--- src/rtl/signed_adder.sv ---
// signed_adder: registered sign-magnitude adder for the ANC datapath.
// Combinational add/compare on sign-magnitude operands feeding a single
// output register stage (1-cycle latency, 1 result per enabled clock).
// Optional build macro SIGNED_ADDER_SAT_EN: when defined, magnitude overflow
// saturates to the largest magnitude; when undefined, the magnitude wraps.
module signed_adder #(
    parameter int WIDTH = 21
) (
    input  logic             clk,
    input  logic             rst_n,
    input  logic             en,
    input  logic [WIDTH-1:0] a,
    input  logic [WIDTH-1:0] b,
    output logic [WIDTH-1:0] AddOut,
    output logic             valid,
    output logic             ovf
);

    localparam int M = WIDTH - 1;

    logic         sa;
    logic         sb;
    logic [M-1:0] ma;
    logic [M-1:0] mb;
    logic [M:0]   sum;
    logic         res_sign;
    logic [M-1:0] res_mag;
    logic         res_ovf;

    assign sa  = a[WIDTH-1];
    assign sb  = b[WIDTH-1];
    assign ma  = a[M-1:0];
    assign mb  = b[M-1:0];
    assign sum = {1'b0, ma} + {1'b0, mb};

    // Next result: add magnitudes on equal signs, subtract smaller from larger otherwise.
    always_comb begin
        // NOTE: every output of this block gets a default first, so no path can infer a latch.
        res_sign = 1'b0;
        res_mag  = '0;
        res_ovf  = 1'b0;
        if (sa == sb) begin
            res_sign = sa;
            if (sum[M]) begin
                res_ovf = 1'b1;
`ifdef SIGNED_ADDER_SAT_EN
                res_mag = '1;
`else
                res_mag = sum[M-1:0];
`endif
            end else begin
                res_mag = sum[M-1:0];
            end
        end else if (ma > mb) begin
            res_sign = sa;
            res_mag  = ma - mb;
        end else if (mb > ma) begin
            res_sign = sb;
            res_mag  = mb - ma;
        end
        // A zero magnitude is always emitted as +0 (covers -0 inputs and wrapped overflow).
        if (res_mag == '0) begin
            res_sign = 1'b0;
        end
    end

    // Output register: capture the result on enabled edges, hold it otherwise.
    always_ff @(posedge clk or negedge rst_n) begin
        if (!rst_n) begin
            AddOut <= '0;
            valid  <= 1'b0;
            ovf    <= 1'b0;
        end else if (en) begin
            // NOTE: registered state uses non-blocking assignments so all flops update together.
            AddOut <= {res_sign, res_mag};
            ovf    <= res_ovf;
            valid  <= 1'b1;
        end else begin
            valid  <= 1'b0;
        end
    end

endmodule

--- config.mk ---
export PLATFORM = sky130hd
export DESIGN_NAME = signed_adder
export DESIGN_NICKNAME = d
export VERILOG_FILES = /design/src/rtl/signed_adder.sv
export SDC_FILE = /design/constraint.sdc
export NUM_CORES = 1
export LEC_CHECK = 0
export BUFFER_PORTS_ARGS = -buffer_cell sky130_fd_sc_hd__buf_2
export CORE_UTILIZATION = 53
export DETAILED_ROUTE_END_ITERATION = 16
export HOLD_SLACK_MARGIN = 0.05
export PLACE_DENSITY = 0.78
export SLEW_MARGIN = 20
export SYNTH_ARGS = -nofsm -noshare
export SYNTH_HDL_FRONTEND = slang
export SYNTH_SLANG_ARGS = --single-unit
--- constraint.sdc ---
create_clock -name clk -period 1.4 [get_ports clk]
set_clock_uncertainty 0.1 [all_clocks]
set_input_delay 0.28 -clock clk [delete_from_list [all_inputs] [get_ports clk]]
set_output_delay 0.28 -clock clk [all_outputs]
set_load 0.02 [all_outputs]
==> impl_metrics.prom, run 1 <==
# TYPE chip_impl_metric gauge
chip_impl_metric{name="hpwl",unit="mm"} 14.3
chip_impl_metric{name="synthesis.instances",unit=""} 577
chip_impl_metric{name="post_synth_instance_area",unit="sq um"} 4320
chip_impl_metric{name="floorplan.die.height",unit="um"} 92.3
chip_impl_metric{name="postSynthAreaPerCell",unit="sq um"} 7.49
chip_impl_metric{name="async_flop_share",unit="%"} 100
chip_impl_metric{name="post-synth-top-area-fraction",unit="%"} 17.4
chip_impl_metric{name="floorplan.die.width",unit="um"} 92.3
chip_impl_metric{name="via_count_of_the_first_global_routing_pass",unit=""} 7899
chip_impl_metric{name="synth_nets",unit=""} 685
chip_impl_info{name="synth_largest_area_cell",value="ha_1"} 1
chip_impl_metric{name="grt_overflow",unit=""} 1
chip_impl_info{name="ys.flop_type",value="dfrtp_1"} 1
chip_impl_info{name="cts_root_buffer_type",value="clkbuf_8"} 1
chip_impl_metric{name="h-tree-depth",unit=""} 1
chip_impl_info{name="error_line",value="[ERROR GRT-0116] Global routing finished with congestion. Check the congestion regions in the DRC Viewer."} 1
chip_impl_metric{name="portBuffers",unit=""} 67
chip_impl_metric{name="gr-usage-all-layers",unit="%"} 70.7
chip_impl_metric{name="placement.setup.worst_slack",unit="ns"} -2.22
chip_impl_metric{name="synth.ff_latch_count",unit=""} 23
chip_impl_metric{name="grt_start_max_net_pins",unit=""} 28
chip_impl_metric{name="core.rowCount",unit=""} 32
chip_impl_metric{name="clk_path_buf_depth",unit=""} 2
chip_impl_metric{name="place.gp.congestion",unit=""} 1.04
chip_impl_metric{name="cts_num_sinks",unit=""} 23
chip_impl_metric{name="detailed_place.area",unit="sq um"} 6600
chip_impl_metric{name="yosys_warnings",unit=""} 0
chip_impl_metric{name="ys_seq_area_share",unit="%"} 13.3
chip_impl_metric{name="grt_first_pass_wirelength",unit="mm"} 45.8
chip_impl_metric{name="number_of_top_level_design_ports",unit=""} 68
chip_impl_metric{name="netlist-cell-type-count",unit=""} 80
chip_impl_metric{name="synth_enable_flop_cells",unit=""} 0
chip_impl_metric{name="floorplan.initialDensity",unit="%"} 55.4
chip_impl_info{name="outcome",value="stopped before the end"} 1
chip_impl_metric{name="placed_cells",unit=""} 939
chip_impl_metric{name="inserted_clock_buffers",unit=""} 3
chip_impl_info{name="outcome.stop_stage",value="global routing"} 1
chip_impl_info{name="netlist_top_cells_area",value="ha_1, dfrtp_1, a21oi_1"} 1
==> what timing repair did <==
action / 4_1_cts
endpoints found under the hold margin: 23
buffers inserted: 31
pin swaps: 72
hold buffers: 1
resized for setup: 129
endpoints found under the setup margin: 22
==> per-layer routing <==
| layer | GRT overflow | track usage [%] |
|---|---|---|
| met4 | 1 | 65.9 |
| met3 | 0 | 49.5 |
| met5 | 0 | 20.5 |
| met2 | 0 | 92.3 |
| met1 | 0 | 71.8 |
==> logic make-up after synthesis <==
group	Yosys count	share of synthesized area, %
multiplexers	8	2.08
adder cells (fa/ha/maj)	63	18.8
AND/OR/NAND/NOR	152	17.3
AO/OA/AOI/OAI	225	36.3
buffers and inverters	86	8.16
XOR/XNOR	20	4.05
flip-flops	23	13.3
==> through the flow <==
| stage | setup TNS [ns] | utilization, % |
|---|---|---|
| 4_1_cts | -29.60 | 95.7 |
| 3_5_place_dp | -39.10 | 84.5 |
| 3_3_place_gp | -37.24 | 84.5 |
| 2_1_floorplan | -26.16 | - |
==> synth_stat cells (9+ instances only) <==
| master | instances |
|---|---|
| a21oi_1 | 66 |
| a221oi_1 | 13 |
| buf_2 | 12 |
| clkbuf_1 | 10 |
| dfrtp_1 | 23 |
| ha_1 | 60 |
| inv_1 | 58 |
| nand2_1 | 27 |
| nor2_1 | 55 |
| nor3_1 | 15 |
| o21a_1 | 11 |
| o21ai_0 | 27 |
| o21bai_1 | 9 |
| xnor2_1 | 18 |
==> run 2: changes to the inputs <==
--- a/config.mk
+++ b/config.mk
@@ -6,10 +6,9 @@
 export NUM_CORES = 1
 export LEC_CHECK = 0
 export BUFFER_PORTS_ARGS = -buffer_cell sky130_fd_sc_hd__buf_2
-export CORE_UTILIZATION = 53
+export CORE_UTILIZATION = 40
 export DETAILED_ROUTE_END_ITERATION = 16
-export HOLD_SLACK_MARGIN = 0.05
-export PLACE_DENSITY = 0.78
+export PLACE_DENSITY_LB_ADDON = 0.15
 export SLEW_MARGIN = 20
 export SYNTH_ARGS = -nofsm -noshare
 export SYNTH_HDL_FRONTEND = slang
==> constraint.sdc (replaced) <==
create_clock -name clk -period 1.8 [get_ports clk]
set_clock_uncertainty 0.1 [all_clocks]
set_input_delay 0.36 -clock clk [delete_from_list [all_inputs] [get_ports clk]]
set_output_delay 0.36 -clock clk [all_outputs]
set_load 0.02 [all_outputs]
==> run 2 against run 1 <==
Compared with the run above: area after synthesis is the same; the flow now finishes, with violations (setup timing); synthesized cell count unchanged.
==> impl_metrics.prom, run 2 <==
# TYPE chip_impl_metric gauge
chip_impl_info{name="hp-start",value="AddOut[6]$_DFFE_PN0P_"} 1
chip_impl_metric{name="async_flop_share",unit="%"} 100
chip_impl_info{name="top_flop_regs",value="AddOut x21, ovf x1, valid x1"} 1
chip_impl_info{name="tritoncts",value="built"} 1
chip_impl_metric{name="postSynthAreaPerCell",unit="sq um"} 7.49
chip_impl_metric{name="h-tree-depth",unit=""} 1
chip_impl_metric{name="vias",unit=""} 5589
chip_impl_metric{name="floorplan.die.width",unit="um"} 106
chip_impl_metric{name="portBuffers",unit=""} 67
chip_impl_metric{name="r2r.worst_path.cells",unit=""} 6
chip_impl_info{name="crit_chain",value="buf_12, inv_12, ha_4, inv_2, fa_2, a21oi_4, o21bai_4, a221o_1, a21oi_4, buf_6, nor2_4, a221oi_2, o22ai_2, nor4_2, nand4_1, nor4b_2, a41oi_1"} 1
chip_impl_info{name="cts_root_buffer_type",value="clkbuf_8"} 1
chip_impl_metric{name="final.setup.worst_slack",unit="ns"} -1.48
chip_impl_metric{name="synth.ff_latch_count",unit=""} 23
chip_impl_info{name="synth_commonest_cells",value="a21oi_1, ha_1, inv_1, nor2_1"} 1
chip_impl_metric{name="seq_area",unit="sq um"} 576
chip_impl_metric{name="power.switching",unit="mW"} 1.84
chip_impl_info{name="ys.flop_type",value="dfrtp_1"} 1
chip_impl_metric{name="gr-usage-all-layers",unit="%"} 30.6
chip_impl_metric{name="clock_transition_at_the_register_clock_pins_on_the_worst_setup_and_hold_paths_after_cts",unit="ns"} 0.08
chip_impl_info{name="commonest_cells_after_routing_fill_and_taps_aside",value="buf_4, buf_2, inv_1, a21oi_1, nor2_1"} 1
chip_impl_metric{name="synth_enable_flop_cells",unit=""} 0
chip_impl_info{name="holdCritPathClass",value="reg -> reg"} 1
chip_impl_metric{name="via_count_of_the_first_global_routing_pass",unit=""} 5608
chip_impl_metric{name="cpPeakStageDelay",unit="ns"} 0.38
chip_impl_metric{name="switching_share",unit="%"} 43.8
chip_impl_metric{name="floorplan.die.height",unit="um"} 106
chip_impl_metric{name="number_of_antenna_violations_at_the_first_check_in_global_routing",unit=""} 0
chip_impl_metric{name="final_nets",unit=""} 993
chip_impl_metric{name="netlist-cell-type-count",unit=""} 80
chip_impl_metric{name="inserted_clock_buffers",unit=""} 3
chip_impl_metric{name="grt_overflow",unit=""} 0
chip_impl_metric{name="critical_path_peak_fanout",unit=""} 6
chip_impl_metric{name="critPathRequiredTime",unit="ns"} 1.83
chip_impl_metric{name="timing.critical_path.arrival",unit="ns"} 3.31
chip_impl_info{name="slowest_stage",value="fa_2"} 1
chip_impl_metric{name="fin_tns_setup",unit="ns"} -23.77
chip_impl_metric{name="slew_viol_final",unit=""} 0
chip_impl_metric{name="grt_first_pass_wirelength",unit="mm"} 27.7
chip_impl_info{name="registers.top_by_ff_count",value="AddOut"} 1
chip_impl_metric{name="antenna_left",unit=""} 0
chip_impl_info{name="startpoint_type",value="input port"} 1
chip_impl_info{name="holdPathEnd",value="AddOut[6]$_DFFE_PN0P_"} 1
chip_impl_metric{name="p_int",unit="mW"} 2.37
chip_impl_info{name="cp-startpoint",value="b[0]"} 1
chip_impl_metric{name="synthesis.instances",unit=""} 577
chip_impl_metric{name="clk_path_buf_depth",unit=""} 2
chip_impl_metric{name="powerDensity",unit="nW/um^2"} 537
chip_impl_info{name="cp-end-kind",value="register"} 1
chip_impl_metric{name="flow.area_growth_from_synthesis",unit="%"} 81.2
chip_impl_metric{name="core.rowCount",unit=""} 37
chip_impl_metric{name="setup.reg_to_reg.worst_slack",unit="ns"} 0.12
chip_impl_metric{name="clkLatencyLatePin",unit="ns"} 0.26
chip_impl_metric{name="layout_worst_path_cycle_share",unit="%"} 182
chip_impl_metric{name="layout_min_cycle_time",unit="ns"} 3.28
chip_impl_metric{name="drt-total-wl",unit="mm"} 17.1
chip_impl_metric{name="core_area",unit="sq um"} 10400
chip_impl_metric{name="hold-path-cell-count",unit=""} 2
chip_impl_metric{name="floorplan.initialDensity",unit="%"} 41.5
chip_impl_metric{name="hpwl",unit="mm"} 13.6
chip_impl_metric{name="final-setup-viol-count",unit=""} 22
chip_impl_metric{name="cellLeakagePower",unit="nW"} 3.71
chip_impl_metric{name="irDropWorstVdd",unit="mV"} 0.580
chip_impl_info{name="synth_largest_area_cell",value="ha_1"} 1
chip_impl_metric{name="fillerInstances",unit=""} 781
chip_impl_metric{name="place.gp.congestion",unit=""} 0.930
chip_impl_metric{name="largest_register_ffs",unit=""} 21
chip_impl_metric{name="post-synth-top-area-fraction",unit="%"} 17.4
chip_impl_metric{name="p_seq_share",unit="%"} 16.1
chip_impl_info{name="grt_setup_unrepaired",value="true"} 1
chip_impl_info{name="netlist_top_cells_area",value="ha_1, dfrtp_1, a21oi_1"} 1
chip_impl_info{name="worstSetupPathType",value="in -> reg"} 1
chip_impl_metric{name="routed_wire_length_per_instance",unit="um"} 16.7
chip_impl_metric{name="comb_power_share",unit="%"} 76.6
chip_impl_metric{name="yosys_warnings",unit=""} 0
chip_impl_metric{name="ys_seq_area_share",unit="%"} 13.3
chip_impl_metric{name="n_antenna_cell",unit=""} 0
chip_impl_info{name="rr_endpoint",value="AddOut[20]$_DFFE_PN0P_"} 1
chip_impl_metric{name="power",unit="mW"} 4.21
chip_impl_metric{name="hold_viol_final",unit=""} 0
chip_impl_metric{name="drc",unit=""} 0
chip_impl_metric{name="avgViaCountPerCell",unit=""} 5.48
chip_impl_metric{name="post_route_cells_drive_above_1_share",unit="%"} 55.4
chip_impl_metric{name="grt_start_max_net_pins",unit=""} 28
chip_impl_metric{name="final.hold.worst_slack",unit="ns"} 0.394
chip_impl_metric{name="design.die.area",unit="sq um"} 11200
chip_impl_metric{name="cts_num_sinks",unit=""} 23
chip_impl_metric{name="timing_worst_slew_pin_value",unit="ns"} 0.474
chip_impl_metric{name="post_synth_instance_area",unit="sq um"} 4320
chip_impl_metric{name="timing.slew.headroom",unit="%"} 68.0
chip_impl_metric{name="multi_input_logic_area",unit="sq um"} 4290
chip_impl_metric{name="number_of_top_level_design_ports",unit=""} 68
chip_impl_metric{name="drt_iter0_markers",unit=""} 323
chip_impl_metric{name="max_cap_viols",unit=""} 0
chip_impl_info{name="violated_checks",value="setup timing"} 1
chip_impl_info{name="reg2reg_from",value="AddOut[20]$_DFFE_PN0P_"} 1
chip_impl_info{name="post-synth-top-count-cell",value="a21oi_1"} 1
chip_impl_info{name="crit_path_frequent_cell",value="a21oi_4"} 1
chip_impl_info{name="outcome",value="finished with violations"} 1
chip_impl_info{name="leading_cell_type_in_the_layout_fill_and_taps_excluded",value="buf_4"} 1
chip_impl_metric{name="clock_network_fraction_of_total_power",unit="%"} 7.2
chip_impl_metric{name="synth_nets",unit=""} 685
chip_impl_metric{name="max_freq",unit="MHz"} 305
chip_impl_metric{name="number_of_detailed_routing_iterations_run_before_antenna_repair",unit=""} 5
[run 2: cell counts after synthesis]
Identical to the previous run, type by type.
[run 2: through the flow]
step	cells	utilization (%)	setup WS, ns	instance area [sq um]
6_report	1020	75.2	-1.48	7830
3_5_place_dp	986	64.8	-1.89	6750
5_1_grt	1020	75.2	-1.66	7830
3_3_place_gp	986	64.8	-1.87	6750
4_1_cts	1012	72.6	-1.47	7560
2_1_floorplan	577	-	-1.36	4640
[run 2: worst max-delay path: cells and delay by family]
kind                       cells  cell delay, ns
and+or+nand+nor                4            0.74
AOI/OAI and AO/OA              7            1.35
adders and majority gates      2            0.51
buffers and inverters          4            0.34
[run 2: worst max path at each step]
| stage | endpoint | cells past startpoint |
|---|---|---|
| 6_report | AddOut[20]$_DFFE_PN0P_ | 17 |
| 2_1_floorplan | AddOut[20]$_DFFE_PN0P_ | 15 |
| 3_5_place_dp | AddOut[20]$_DFFE_PN0P_ | 15 |
| 4_1_cts | AddOut[20]$_DFFE_PN0P_ | 17 |
| 5_1_grt | AddOut[20]$_DFFE_PN0P_ | 17 |
| 3_3_place_gp | AddOut[20]$_DFFE_PN0P_ | 15 |
[run 2: power groups by stage]
| stage | clock [mW] | combinational [mW] | sequential [mW] |
|---|---|---|---|
| detailed placement | 0 | 2.67 | 0.688 |
| global route | 0.338 | 3.46 | 0.692 |
| finish | 0.305 | 3.22 | 0.679 |
| CTS | 0.313 | 3.02 | 0.678 |
| global placement | 0 | 2.64 | 0.683 |
| floorplan | 0 | 1.28 | 0.825 |
[run 2: timing repair]
action,4_1_cts,5_1_grt
gates cloned,0,0
hold buffers,1,0
pin swaps,58,39
hold endpoints to repair,23,0
setup buffers,23,10
gates resized for setup,118,44
setup endpoints to repair,22,22
[run 2: kinds of logic after synthesis]
family / synth area share, %
compound gates: 36.3
flops: 13.3
mux: 2.08
simple gates: 17.3
buf+inv: 8.16
xor+xnor: 4.05
fa+ha+maj: 18.8
[run 2: routing by layer]
| layer | global-route usage (%) | vias to the layer above | share of wire [%] |
|---|---|---|---|
| met1 | 42.4 | 2648 | 46 |
| met5 | 0 | - | 0 |
| li1 | - | 2736 | - |
| met2 | 52.5 | 187 | 47 |
| met3 | 2.02 | 18 | 5.5 |
| met4 | 5.56 | 0 | 1.2 |
[run 2: layout make-up]
class,instances,area share [%]
Clock buffer,4,0.575
Tap cell,136,2.17
Timing Repair Buffer,328,31.7
Sequential cell,23,7.35
Inverter,61,3.47
Multi-Input combinational cell,468,54.7
(Power assumes the default switching activity.)
